--- config.mk ---
export PLATFORM = sky130hd
export DESIGN_NAME = rover_nav_fsm_flat
export DESIGN_NICKNAME = d
export VERILOG_FILES = /design/src/rtl/rover_pkg.sv /design/src/rtl/rover_nav_if.sv /design/src/rtl/rover_nav_table.sv /design/src/rtl/rover_nav_fsm.sv /design/src/flat_wrapper.sv
export SDC_FILE = /design/constraint.sdc
export NUM_CORES = 1
export LEC_CHECK = 0
export CAP_MARGIN = 5
export CORE_MARGIN = 10
export CORE_UTILIZATION = 35
export CTS_CLUSTER_SIZE = 28
export DETAILED_ROUTE_END_ITERATION = 6
export PLACE_DENSITY = 0.53
export SYNTH_ARGS = -nofsm -noshare
export SYNTH_HDL_FRONTEND = slang
export SYNTH_SLANG_ARGS = --single-unit
--- constraint.sdc ---
create_clock -name clk -period 3.1 [get_ports clk]
set_clock_uncertainty 0.2 [all_clocks]
set_input_delay 0.775 -clock clk [delete_from_list [all_inputs] [get_ports clk]]
set_output_delay 0.775 -clock clk [all_outputs]
set_load 0.005 [all_outputs]
--- src/rtl/rover_pkg.sv ---
// ---------------------------------------------------------------------------
// rover_pkg
// Shared definitions for the rover navigation block:
//   - clog2()     : width helper for location encodings
//   - loc_ok()    : range check used for table rows, destinations and target
//   - step_e      : classification of one navigation step
//   - LOC_*       : named campus locations (HOME is the reset location)
// ---------------------------------------------------------------------------
package rover_pkg;

    function automatic int clog2(input int n);
        int w;
        w = 0;
        while ((1 << w) < n) w++;
        return (w < 1) ? 1 : w;
    endfunction

    // Compares at 32 bits so narrow location fields never produce a
    // constant-folded comparison when NUM_LOC is a power of two.
    function automatic logic loc_ok(input logic [31:0] v, input logic [31:0] n);
        return v < n;
    endfunction

    localparam int DEF_NUM_LOC = 8;
    localparam int DEF_LOC_W   = clog2(DEF_NUM_LOC);

    // Campus map locations.
    localparam int LOC_HOME    = 0;
    localparam int LOC_GATE    = 1;
    localparam int LOC_LIBRARY = 2;
    localparam int LOC_LAB     = 3;
    localparam int LOC_CAFE    = 4;
    localparam int LOC_DORM    = 5;
    localparam int LOC_GYM     = 6;
    localparam int LOC_QUAD    = 7;

    typedef enum logic [1:0] {
        STEP_IDLE,     // no qualified step this cycle
        STEP_MOVE,     // step to a different location
        STEP_STAY,     // step whose destination is the current location
        STEP_RECOVER   // current location is out of range, return home
    } step_e;

endpackage

--- src/rtl/rover_nav_if.sv ---
// ---------------------------------------------------------------------------
// rover_nav_if
// Bundles the command-decoder side (step + table programming + target) and
// the telemetry side (location and flags) of the navigation FSM.
//   master : command decoder / telemetry logger view
//   slave  : rover_nav_fsm view
// ---------------------------------------------------------------------------
interface rover_nav_if #(
    parameter int LOC_W = 3,
    parameter int HOP_W = 8
);
    logic             in;
    logic             in_valid;
    logic             cfg_we;
    logic [LOC_W-1:0] cfg_loc;
    logic             cfg_in;
    logic [LOC_W-1:0] cfg_next;
    logic [LOC_W-1:0] target;
    logic [LOC_W-1:0] state;
    logic             arrived;
    logic [HOP_W-1:0] hop_count;
    logic             stalled;
    logic             cfg_err;

    modport master (
        output in, in_valid, cfg_we, cfg_loc, cfg_in, cfg_next, target,
        input  state, arrived, hop_count, stalled, cfg_err
    );

    modport slave (
        input  in, in_valid, cfg_we, cfg_loc, cfg_in, cfg_next, target,
        output state, arrived, hop_count, stalled, cfg_err
    );
endinterface

--- src/rtl/rover_nav_table.sv ---
// ---------------------------------------------------------------------------
// rover_nav_table
// Programmable next-location table, NUM_LOC rows x 2 edges x LOC_W bits.
//   i_clk, i_rst_n        : clock, asynchronous active-low reset (loads defaults)
//   i_we, i_wr_loc,
//   i_wr_in, i_wr_next    : single write port, range-checked
//   i_rd_loc, i_rd_in     : combinational read address {row, edge}
//   o_rd_next, o_rd_legal : read data and "row is a valid location"
//   o_cfg_err             : registered one-cycle pulse on a rejected write
// Defaults: edge 0 stays in place, edge 1 advances to (loc+1) mod NUM_LOC.
// ---------------------------------------------------------------------------
module rover_nav_table
    import rover_pkg::*;
#(
    parameter int NUM_LOC = 8,
    parameter int LOC_W   = clog2(NUM_LOC)
) (
    input  logic             i_clk,
    input  logic             i_rst_n,
    input  logic             i_we,
    input  logic [LOC_W-1:0] i_wr_loc,
    input  logic             i_wr_in,
    input  logic [LOC_W-1:0] i_wr_next,
    input  logic [LOC_W-1:0] i_rd_loc,
    input  logic             i_rd_in,
    output logic [LOC_W-1:0] o_rd_next,
    output logic             o_rd_legal,
    output logic             o_cfg_err
);
    logic [LOC_W-1:0] r_tbl [NUM_LOC][2];
    logic             r_cfg_err;
    logic             w_wr_ok;

    assign w_wr_ok = loc_ok(32'(i_wr_loc), 32'(NUM_LOC)) &&
                     loc_ok(32'(i_wr_next), 32'(NUM_LOC));

    // NOTE: the table is reset like any other register because the default
    // graph must be usable straight out of reset without programming.
    // NOTE: sequential state uses non-blocking assignments so every reader
    // sees pre-edge values; this is what makes a same-cycle step read the
    // old entry while the write lands.
    always_ff @(posedge i_clk or negedge i_rst_n) begin
        if (!i_rst_n) begin
            for (int l = 0; l < NUM_LOC; l++) begin
                r_tbl[l][0] <= LOC_W'(l);
                r_tbl[l][1] <= LOC_W'((l + 1) % NUM_LOC);
            end
            r_cfg_err <= 1'b0;
        end else begin
            if (i_we && w_wr_ok) begin
                r_tbl[i_wr_loc][i_wr_in] <= i_wr_next;
            end
            r_cfg_err <= i_we && !w_wr_ok;
        end
    end

    always_comb begin
        o_rd_legal = loc_ok(32'(i_rd_loc), 32'(NUM_LOC));
        o_rd_next  = '0;
        if (o_rd_legal) begin
            o_rd_next = r_tbl[i_rd_loc][i_rd_in];
        end
    end

    assign o_cfg_err = r_cfg_err;
endmodule

--- src/rtl/rover_nav_fsm.sv ---
// ---------------------------------------------------------------------------
// rover_nav_fsm
// Campus rover location FSM driven by a programmable next-location table.
//   clk    : system clock, rising edge
//   reset  : asynchronous active-low reset
//   bus    : rover_nav_if slave (step input, table write, target, flags)
// Each qualified step (in_valid=1) moves to table[state][in], counts a hop
// (saturating), pulses arrived when landing on target, and tracks repeated
// self-loops for the sticky stalled flag.
// ---------------------------------------------------------------------------
module rover_nav_fsm
    import rover_pkg::*;
#(
    parameter int NUM_LOC     = DEF_NUM_LOC,
    parameter int HOME_LOC    = LOC_HOME,
    parameter int HOP_W       = 8,
    parameter int STALL_LIMIT = 4
) (
    input logic       clk,
    input logic       reset,
    rover_nav_if.slave bus
);
    localparam int LOC_W = clog2(NUM_LOC);

    logic [LOC_W-1:0] r_state,     w_state_nxt;
    logic [HOP_W-1:0] r_hops,      w_hops_nxt;
    logic [HOP_W-1:0] r_stall_cnt, w_stall_cnt_nxt;
    logic             r_arrived,   w_arrived_nxt;
    logic             r_stalled,   w_stalled_nxt;
    logic [LOC_W-1:0] w_tbl_next;
    logic             w_row_legal;
    logic [LOC_W-1:0] w_dest;
    step_e            w_step;

    rover_nav_table #(.NUM_LOC(NUM_LOC), .LOC_W(LOC_W)) u_table (
        .i_clk     (clk),
        .i_rst_n   (reset),
        .i_we      (bus.cfg_we),
        .i_wr_loc  (bus.cfg_loc),
        .i_wr_in   (bus.cfg_in),
        .i_wr_next (bus.cfg_next),
        .i_rd_loc  (r_state),
        .i_rd_in   (bus.in),
        .o_rd_next (w_tbl_next),
        .o_rd_legal(w_row_legal),
        .o_cfg_err (bus.cfg_err)
    );

    always_ff @(posedge clk or negedge reset) begin
        if (!reset) begin
            r_state     <= LOC_W'(HOME_LOC);
            r_hops      <= '0;
            r_stall_cnt <= '0;
            r_arrived   <= 1'b0;
            r_stalled   <= 1'b0;
        end else begin
            r_state     <= w_state_nxt;
            r_hops      <= w_hops_nxt;
            r_stall_cnt <= w_stall_cnt_nxt;
            r_arrived   <= w_arrived_nxt;
            r_stalled   <= w_stalled_nxt;
        end
    end

    // NOTE: every output of this block gets a default first, so no path
    // leaves a signal unassigned and no latch is inferred.
    always_comb begin
        w_step          = STEP_IDLE;
        w_dest          = r_state;
        w_state_nxt     = r_state;
        w_hops_nxt      = r_hops;
        w_stall_cnt_nxt = r_stall_cnt;
        w_arrived_nxt   = 1'b0;
        w_stalled_nxt   = r_stalled;

        if (bus.in_valid) begin
            if (!w_row_legal) begin
                w_step = STEP_RECOVER;
                w_dest = LOC_W'(HOME_LOC);
            end else if (w_tbl_next == r_state) begin
                w_step = STEP_STAY;
                w_dest = w_tbl_next;
            end else begin
                w_step = STEP_MOVE;
                w_dest = w_tbl_next;
            end
        end

        unique case (w_step)
            STEP_IDLE: ;
            STEP_STAY: begin
                if (r_stall_cnt != HOP_W'(STALL_LIMIT)) begin
                    w_stall_cnt_nxt = r_stall_cnt + 1'b1;
                end
            end
            default: w_stall_cnt_nxt = '0;   // MOVE and RECOVER change location
        endcase

        if (w_step != STEP_IDLE) begin
            w_state_nxt = w_dest;
            if (r_hops != '1) begin
                w_hops_nxt = r_hops + 1'b1;
            end
            // An out-of-range target can never match a legal destination,
            // but the explicit check keeps that independent of encoding.
            w_arrived_nxt = (w_dest == bus.target) &&
                            loc_ok(32'(bus.target), 32'(NUM_LOC));
            if (w_stall_cnt_nxt == HOP_W'(STALL_LIMIT)) begin
                w_stalled_nxt = 1'b1;
            end
        end
    end

    assign bus.state     = r_state;
    assign bus.hop_count = r_hops;
    assign bus.arrived   = r_arrived;
    assign bus.stalled   = r_stalled;
endmodule

--- src/flat_wrapper.sv ---
// flat-port wrapper written by rule: the top's interface ports become plain ports
module rover_nav_fsm_flat import rover_pkg::*;
#(
    parameter int NUM_LOC     = DEF_NUM_LOC,
    parameter int HOME_LOC    = LOC_HOME,
    parameter int HOP_W       = 8,
    parameter int STALL_LIMIT = 4
)
  (clk, reset, bus_in, bus_in_valid, bus_cfg_we, bus_cfg_loc, bus_cfg_in, bus_cfg_next, bus_target, bus_state, bus_arrived, bus_hop_count, bus_stalled, bus_cfg_err);
  rover_nav_if #(.LOC_W(3), .HOP_W(HOP_W)) bus_i ();
  input logic clk;
  input logic reset;
  input wire logic [$bits(bus_i.in)-1:0] bus_in;
  input wire logic [$bits(bus_i.in_valid)-1:0] bus_in_valid;
  input wire logic [$bits(bus_i.cfg_we)-1:0] bus_cfg_we;
  input wire logic [$bits(bus_i.cfg_loc)-1:0] bus_cfg_loc;
  input wire logic [$bits(bus_i.cfg_in)-1:0] bus_cfg_in;
  input wire logic [$bits(bus_i.cfg_next)-1:0] bus_cfg_next;
  input wire logic [$bits(bus_i.target)-1:0] bus_target;
  output wire logic [$bits(bus_i.state)-1:0] bus_state;
  output wire logic [$bits(bus_i.arrived)-1:0] bus_arrived;
  output wire logic [$bits(bus_i.hop_count)-1:0] bus_hop_count;
  output wire logic [$bits(bus_i.stalled)-1:0] bus_stalled;
  output wire logic [$bits(bus_i.cfg_err)-1:0] bus_cfg_err;
  assign bus_i.in = bus_in;
  assign bus_i.in_valid = bus_in_valid;
  assign bus_i.cfg_we = bus_cfg_we;
  assign bus_i.cfg_loc = bus_cfg_loc;
  assign bus_i.cfg_in = bus_cfg_in;
  assign bus_i.cfg_next = bus_cfg_next;
  assign bus_i.target = bus_target;
  assign bus_state = bus_i.state;
  assign bus_arrived = bus_i.arrived;
  assign bus_hop_count = bus_i.hop_count;
  assign bus_stalled = bus_i.stalled;
  assign bus_cfg_err = bus_i.cfg_err;
  rover_nav_fsm #(.NUM_LOC(NUM_LOC), .HOME_LOC(HOME_LOC), .HOP_W(HOP_W), .STALL_LIMIT(STALL_LIMIT)) u_core (.clk(clk), .reset(reset), .bus(bus_i));
endmodule
==> impl_metrics.py <==
metrics = {
    "run_status": {
        "status": "completed",
    },
    "yosys": {
        "synth.top_cell.area_share": 0.307,
        "synth_nets": 311,
        "syn_area_um2": 3670,
        "async_reset_ff_frac": 1.00,
        "avgSynthCellArea_um2": 12.5,
        "synth-seq-cells": 69,
        "ys_seq_area_frac": 0.478,
        "yosysUniqueCellTypes": 59,
        "synth-edff-count": 0,
        "synth_cells": 293,
        "synth_ff_type": "dfrtp_1",
        "synth_top_area_cell": "dfrtp_1",
        "yosysWarnings": 0,
        "synthTopCellsByArea": "dfrtp_1, dfstp_2, mux2_2",
    },
    "layout": {
        "nets": 341,
        "areaGrowthSynthToFinish_pct": 17.7,
        "n_antenna_cell": 0,
        "final_area_um2": 4320,
        "fill_cells": 997,
        "drive_gt1_frac": 0.338,
        "post_layout_nonfiller_instances": 464,
    },
    "sta": {
        "relSlewSlack": 0.596,
        "setup_violations": 0,
        "setup_ws_ps": 406,
        "fin_tns_setup_ps": 0,
        "slew_violations": 0,
        "tightest_slew_ps": 604,
        "rsz0062_at_grt": "false",
        "finalHoldViolCount": 0,
        "period_share": 0.869,
        "fmax_mhz": 371,
        "min_period_ps": 2690,
    },
    "cts": {
        "root_buffer": "clkbuf_8",
        "path_clk_slew_ps": 70,
        "post_cts.repair.setup_buffers": 0,
        "worstSkewPairLatency_ps": 340,
        "cts_made_buffers": 9,
        "cts_htree_levels": 3,
        "cts_tree": "yes",
        "ctsResizeCount": 0,
        "hold_buffers": 0,
        "cts.sinks": 69,
        "cts_buffer_depth": 2,
    },
    "detailed_routing": {
        "first_pass_iters": 4,
        "routed_wl_um": 8140,
        "vias": 2460,
        "drc": 0,
        "drt-vias-per-instance": 5.30,
        "first_iter_violations": 164,
        "drtAntennaViolNets": 0,
        "wl_per_cell_um": 17.5,
    },
    "global_routing": {
        "use_met2": 0.173,
        "use_met3": 0.0395,
        "grt.overflow.total": 0,
        "grt_pass1_wl_um": 13400,
        "grt_use_total": 0.114,
        "antenna_found_initial": 0,
        "grt_use_met1": 0.154,
        "busiest_layer": "met2",
        "grt_start_max_net_pins": 70,
        "first_global_vias": 2504,
    },
    "critical_path": {
        "crit_family": "flip-flops",
        "critical_path_class": "register to output pin",
        "cp_max_fo": 11,
        "required_ps": 2120,
        "cpMaxStageDelayCell": "dfrtp_1",
        "cp_slowest_stage_delay_ps": 690,
        "cp_data_arrival_time_ps": 1720,
        "critPathCaptureType": "output pin",
        "crit_chain": "buf_4 -> clkdlybuf4s50_1",
        "start_kind": "register",
        "worst-path-buf-inv": 2,
    },
    "die": {
        "die_area_um2": 15000,
        "start_util": 0.357,
        "rows": 37,
        "fp.dieW_um": 122,
        "fp.coreArea_um2": 10300,
        "ios": 29,
        "die_h_um": 122,
    },
    "power": {
        "p_leak_nw": 1.74,
        "vdd_drop_max_uv": 276,
        "power_per_cell_area_nw_per_um2": 809,
        "p_total_mw": 3.50,
    },
    "placement": {
        "dpl_cell_area_um2": 4100,
        "gp_congestion": 0.814,
        "dpl_worst_slack_ps": 324,
        "dp_hpwl_um": 5830,
        "dp.cells": 448,
        "portBuffers": 27,
    },
    "flow_run": {
        "cap_violations": 0,
    },
    "hold_path": {
        "hp-class": "input pin to asynchronous set/reset pin",
    },
}
[worst reg2reg max path: stages (launching register included)]
cell and delay, ps:
dfrtp_1 640, mux4_1 630, mux2i_1 260, a211oi_1 170, nor2_2 310, and4_4 270, a32o_2 160
[kinds of logic (layout without fill, tap and decap cells)]
group	after synthesis	in the layout	share of synthesized area
flops	69	69	0.478
xor+xnor	10	10	0.0239
fa+ha+maj	3	3	0.0102
compound gates	38	38	0.0760
simple gates	81	81	0.124
buf+inv	25	60	0.0371
other cells	1	1	0.00102
mux	66	66	0.250
[layout make-up]
cell class / count / area [um2] / area share
Clock buffer: 13 / 159 / 0.0368
Clock inverter: 3 / 68.8 / 0.0159
Inverter: 8 / 43.8 / 0.0101
Multi-Input combinational cell: 199 / 1780 / 0.412
Sequential cell: 69 / 1760 / 0.406
Tap cell: 136 / 170 / 0.0394
Timing Repair Buffer: 36 / 345 / 0.0799
[final timing paths]
path / startpoint / endpoint / slack (ps) / cells after the start
worst min-delay path: reset / u_core.bus.hop_count[0]$_DFFE_PN0P_ / 250 / 2
max in group asynchronous: reset / u_core.u_table.r_tbl[23]$_DFFE_PN1P_ / 2110 / 2
min in group clk: u_core.bus.stalled$_DFFE_PN0P_ / u_core.bus.stalled$_DFFE_PN0P_ / 270 / 1
worst max register to register: u_core.bus.state[0]$_DFFE_PN0P_ / u_core.r_stall_cnt[1]$_DFF_PN0_ / 410 / 6
worst max-delay path: u_core.bus.state[2]$_DFFE_PN0P_ / bus_state[2] / 410 / 2
worst min register to register: u_core.bus.stalled$_DFFE_PN0P_ / u_core.bus.stalled$_DFFE_PN0P_ / 270 / 1
[report_power, final]
group          switching (mW)  internal, mW  total [mW]  leakage, nW
registers               0.215          1.17        1.39        0.820
logic                   0.561         0.720        1.28        0.811
clock network           0.333         0.500       0.832        0.114
total                    1.11          2.39        3.50         1.74
[registers in the layout, indices dropped and copies added (netlist names)]
| name | cells |
|---|---|
| u_core.r_stall_cnt | 8 |
| u_core.bus.state | 3 |
| u_core.u_table.r_tbl | 48 |
| u_core.bus.stalled | 1 |
| u_core.bus.hop_count | 8 |
| u_core.bus.arrived | 1 |
[cells in the final DEF (no fill, tap or decap), drive strengths merged, types with 2 or more instances in the layout]
master	count
xor2	3
xnor2	7
o211a	2
nand2	15
clkdlybuf4s50	26
or3	3
nand2b	2
a41oi	3
buf	10
mux2	50
bufinv	3
a31o	2
a31oi	6
nand4	7
nor2b	4
nand4b	2
ha	3
mux4	12
a211oi	2
inv	7
clkbuf	13
a21oi	8
nor4b	2
nor4	3
nand3	9
o21ai	4
nand3b	5
and3	5
and2	3
dfstp	24
mux2i	4
nor2	16
dfrtp	45
nor3b	2
[per-stage QoR]
step / hold slack [ps] / util
after global routing: 250 / 0.421
final: 246 / 0.421
after CTS: 250 / 0.421
after detailed placement: 256 / 0.398
after global placement: 268 / 0.398
after floorplan: 249 / -
[per-layer routing]
| layer | up-vias | share of wire | wire length (um) |
|---|---|---|---|
| met2 | 52 | 0.45 | 3690 |
| met3 | 6 | 0.041 | 334 |
| met5 | - | 0 | 0 |
| met4 | 0 | 0.0093 | 76 |
| li1 | 1154 | - | - |
| met1 | 1248 | 0.50 | 4040 |
[cell usage after synthesis (all sizes together) (2+ instances only)]
| library cell | count |
|---|---|
| a211oi | 2 |
| a21oi | 8 |
| a31o | 2 |
| a31oi | 6 |
| a41oi | 3 |
| and2 | 3 |
| and3 | 5 |
| buf | 6 |
| clkbuf | 11 |
| dfrtp | 45 |
| dfstp | 24 |
| ha | 3 |
| inv | 7 |
| mux2 | 50 |
| mux2i | 4 |
| mux4 | 12 |
| nand2 | 15 |
| nand2b | 2 |
| nand3 | 9 |
| nand3b | 5 |
| nand4 | 7 |
| nand4b | 2 |
| nor2 | 16 |
| nor2b | 4 |
| nor3b | 2 |
| nor4 | 3 |
| nor4b | 2 |
| o211a | 2 |
| o21ai | 4 |
| or3 | 3 |
| xnor2 | 7 |
| xor2 | 3 |
No activity file was read; power rests on OpenSTA's default activity.
==> patch 1: new RTL, config.mk and constraints unchanged <==
`HOP_W` is set to 8 in 3 places; all go to 12.
--- a/src/rtl/rover_nav_if.sv
+++ b/src/rtl/rover_nav_if.sv
@@ -8,5 +8,5 @@
 interface rover_nav_if #(
     parameter int LOC_W = 3,
-    parameter int HOP_W = 8
+    parameter int HOP_W = 12
 );
     logic             in;
--- a/src/rtl/rover_nav_fsm.sv
+++ b/src/rtl/rover_nav_fsm.sv
@@ -14,5 +14,5 @@
     parameter int NUM_LOC     = DEF_NUM_LOC,
     parameter int HOME_LOC    = LOC_HOME,
-    parameter int HOP_W       = 8,
+    parameter int HOP_W       = 12,
     parameter int STALL_LIMIT = 4
 ) (
--- a/src/flat_wrapper.sv
+++ b/src/flat_wrapper.sv
@@ -4,5 +4,5 @@
     parameter int NUM_LOC     = DEF_NUM_LOC,
     parameter int HOME_LOC    = LOC_HOME,
-    parameter int HOP_W       = 8,
+    parameter int HOP_W       = 12,
     parameter int STALL_LIMIT = 4
 )
Ports: changed (resized bus_hop_count); port bits go from 29 to 33. The function was not compared with the original's and may differ.
==> patch 1 against the unedited design <==
Routed wire length increased by 14%. Sequential cell count increased by 8. Setup slack got worse by 0.20 ns. Cell area increased by 15%. Critical path type is now reg -> reg. Total power increased by 12%. Area after synthesis increased by 11%. Via count increased by 15%. First-iteration DRC count increased by 65%. Highest routed layer unchanged.
==> patch 1: results (changes against the unedited design) <==
CP arrival: 2.95 ns (+1.23 ns)
Reported net switching power: 1.18 mW (+6.3%)
Synth unique cells: 58 (-1.7%)
Area of the multi-input gates: 2010 sq um (+13%)
RR Startpoint: u_core.bus.state[1]
Worst-Margin Slew: 0.613 ns (+0.00900 ns)
Most instantiated cells after synthesis: 53 x dfrtp_1, 53 x mux2_2, 29 x nand2_1, 25 x nor2_1, 24 x dfstp_2
Root buffer cell: clkbuf_16
# port buffers: 31 (+15%)
R2r setup slk: 0.21 ns (-0.20 ns)
Synth top area cells: dfrtp_1 33%, dfstp_2 16%, mux2_2 15%
Reg2Reg Depth: 9 (+3)
Synth Area per Inst: 11.5 sq um (-7.9%)
Kind of critical path: reg -> reg
Tightest hold margin: 0.184 ns (-0.0620 ns)
Worst path max stage delay: 0.60 ns (-0.09 ns)
Status: finished, final reports clean
Pre-CTS WS: -0.354 ns (-0.677 ns)
Leak: 2.05 nW (+17%)
Finished Layout Cells: 546 (+18%)
DR WL/cell: 16.9 um (-3.4%)
Placed Instances: 530 (+18%)
First-pass GRT wire length: 15400 um (+15%)
Gpl congestion: 0.842 (+3.4%)
Cell Area, Placed: 4620 sq um (+13%)
Fill count: 1106 (+11%)
Critical Path Slowest Stage Cell: mux4_1
Critical path's top delay family: multiplexers
GRT Util Overall: 11.7% (+0.32 points)
Max Clk Rate: 0.346 GHz (-6.8%)
## patch 1: layout make-up
type / count / share of cell area, %
repair buffers: 51 / 9.35
well taps: 143 / 3.60
multi-input cells: 248 / 40.4
flip-flops and latches: 77 / 39.4
clock inverters: 4 / 1.46
inverters: 11 / 0.831
clock buffers: 12 / 4.96
## patch 1: logic make-up after synthesis
family | share of synthesized area, %
simple gates | 13.9
flops | 48.1
mux | 22.3
compound gates | 7.48
buf+inv | 3.08
xor+xnor | 4.09
fa+ha+maj | 0.923
other cells | 0.0922
## patch 1: routing by layer
layer	share of wire (%)	track usage [%]	vias to the layer above
met5	0	0	-
met2	45	17.2	46
met4	2.2	5.63	0
met1	49	16.4	1412
met3	3.3	2.11	15
li1	-	-	1355
## patch 1: power groups by stage
stage	registers, mW	logic (mW)	clock network [mW]
6_report	1.49	1.28	1.13
5_1_grt	1.53	1.41	1.20
4_1_cts	1.49	1.27	1.15
3_5_place_dp	1.51	1.25	0
3_3_place_gp	1.50	1.24	0
2_1_floorplan	1.43	0.838	0
==> patch 2: new RTL, same settings <==
Without the edit above. Reset style: synchronous (`i_rst_n` and `reset`), changed in 2 clocked blocks. Comments in the files are not updated.
--- a/src/rtl/rover_nav_table.sv
+++ b/src/rtl/rover_nav_table.sv
@@ -40,5 +40,5 @@
     // sees pre-edge values; this is what makes a same-cycle step read the
     // old entry while the write lands.
-    always_ff @(posedge i_clk or negedge i_rst_n) begin
+    always_ff @(posedge i_clk) begin
         if (!i_rst_n) begin
             for (int l = 0; l < NUM_LOC; l++) begin
--- a/src/rtl/rover_nav_fsm.sv
+++ b/src/rtl/rover_nav_fsm.sv
@@ -47,5 +47,5 @@
     );
 
-    always_ff @(posedge clk or negedge reset) begin
+    always_ff @(posedge clk) begin
         if (!reset) begin
             r_state     <= LOC_W'(HOME_LOC);
Check against the original RTL: differs if reset is asserted again (counterexample within 4 cycles, from zero or initial values and one cycle with reset low); with reset held inactive, the same outputs for 4 cycles.
==> patch 2 against the unedited design <==
Routed wire length increased by 3.6%. Cell area increased by 2.2%. Setup slack got worse by 0.10 ns. Utilization increased by 0.94 points. Non-clock buffer count rose by 17. Sequential cell count increased by 3. Via count grew 7.5%. Area after synthesis increased by 0.51%. Sequential share of layout area grew 2.9 points.
Power is not compared: it rests on default switching activity, and its combinational part moved more than twofold at a synthesized area within 25%.
==> patch 2: results (changes against the unedited design) <==
Status: finished, final reports clean
DR iter-0 viols: 168 (+2.4%)
Mux share of post-synthesis cell area: 10.3% (-15 points)
Synth Area in Compound Gates: 4.88% (-2.7 points)
Adder-cell share of the synthesized area: 1.02% (-0.0052 points)
Met1 usage: 13.6% (-1.9 points)
Met2 usage: 20.6% (+3.3 points)
Register area share after synthesis: 52.1% (+4.2 points)
Pre-CTS WS: -0.0648 ns (-0.389 ns)
Minimum clock period: 2.80 ns (+0.103 ns)
Syn Nets: 352 (+13%)
EDFF count, synth: 48 (+48)
Number of global-route vias before repair: 2765 (+10%)
Critical Path Slowest Stage Cell: clkdlybuf4s50_1
Tightest hold margin: 0.260 ns (+0.0147 ns)
Placed Instances: 500 (+12%)
Largest net degree at the start of global routing: 23 (-67%)
WL final: 8430 um (+3.6%)
Critical path's top delay family: buffers and inverters
GR Util met3: 3.35% (-0.60 points)
Hold Crit Class: reg -> reg
Synth Instances: 334 (+14%)
Most instantiated cells after synthesis: 48 x edfxtp_1, 29 x nand2_1, 24 x dfxtp_1, 22 x nor3_1, 19 x nor2_1
Via density: 5.13 (-3.3%)
Share of layout cells above drive strength 1: 15.8% (-18 points)
Final nets: 393 (+15%)
FFs w/ async S/R, synth: 0% (-100 points)
First-pass GRT wire length: 13900 um (+3.8%)
Synth Area in XOR/XNOR: 3.97% (+1.6 points)
## patch 2: path summary, 6_finish.rpt
path / start / to / cells after the start
max: bus_in / u_core.r_stall_cnt[5] / 9
min reg2reg: u_core.bus.stalled / u_core.bus.stalled / 2
max reg2reg: register / u_core.r_stall_cnt[5] / 8
min: u_core.bus.stalled / u_core.bus.stalled / 2
## patch 2: stage by stage
step	setup TNS [ns]	util, %	total power [mW]
finish	0	43.0	2.28
global route	0	43.0	2.39
global placement	-0.0853	41.1	1.58
floorplan	0	-	1.39
detailed placement	-0.312	41.1	1.58
CTS	0	43.0	2.30
## patch 2: cell type report
cell class	instances	share of cell area [%]
tap	136	3.85
clock inverter	7	1.59
multi-input combinational	233	36.9
sequential	72	43.5
timing repair buffer	53	10.8
inverter	6	0.510
clock buffer	9	2.80
## patch 2: layer usage
metal	share of wire (%)	vias up
met5	0	-
met4	1.3	0
met3	4.8	11
met2	50	54
met1	44	1263
li1	-	1317
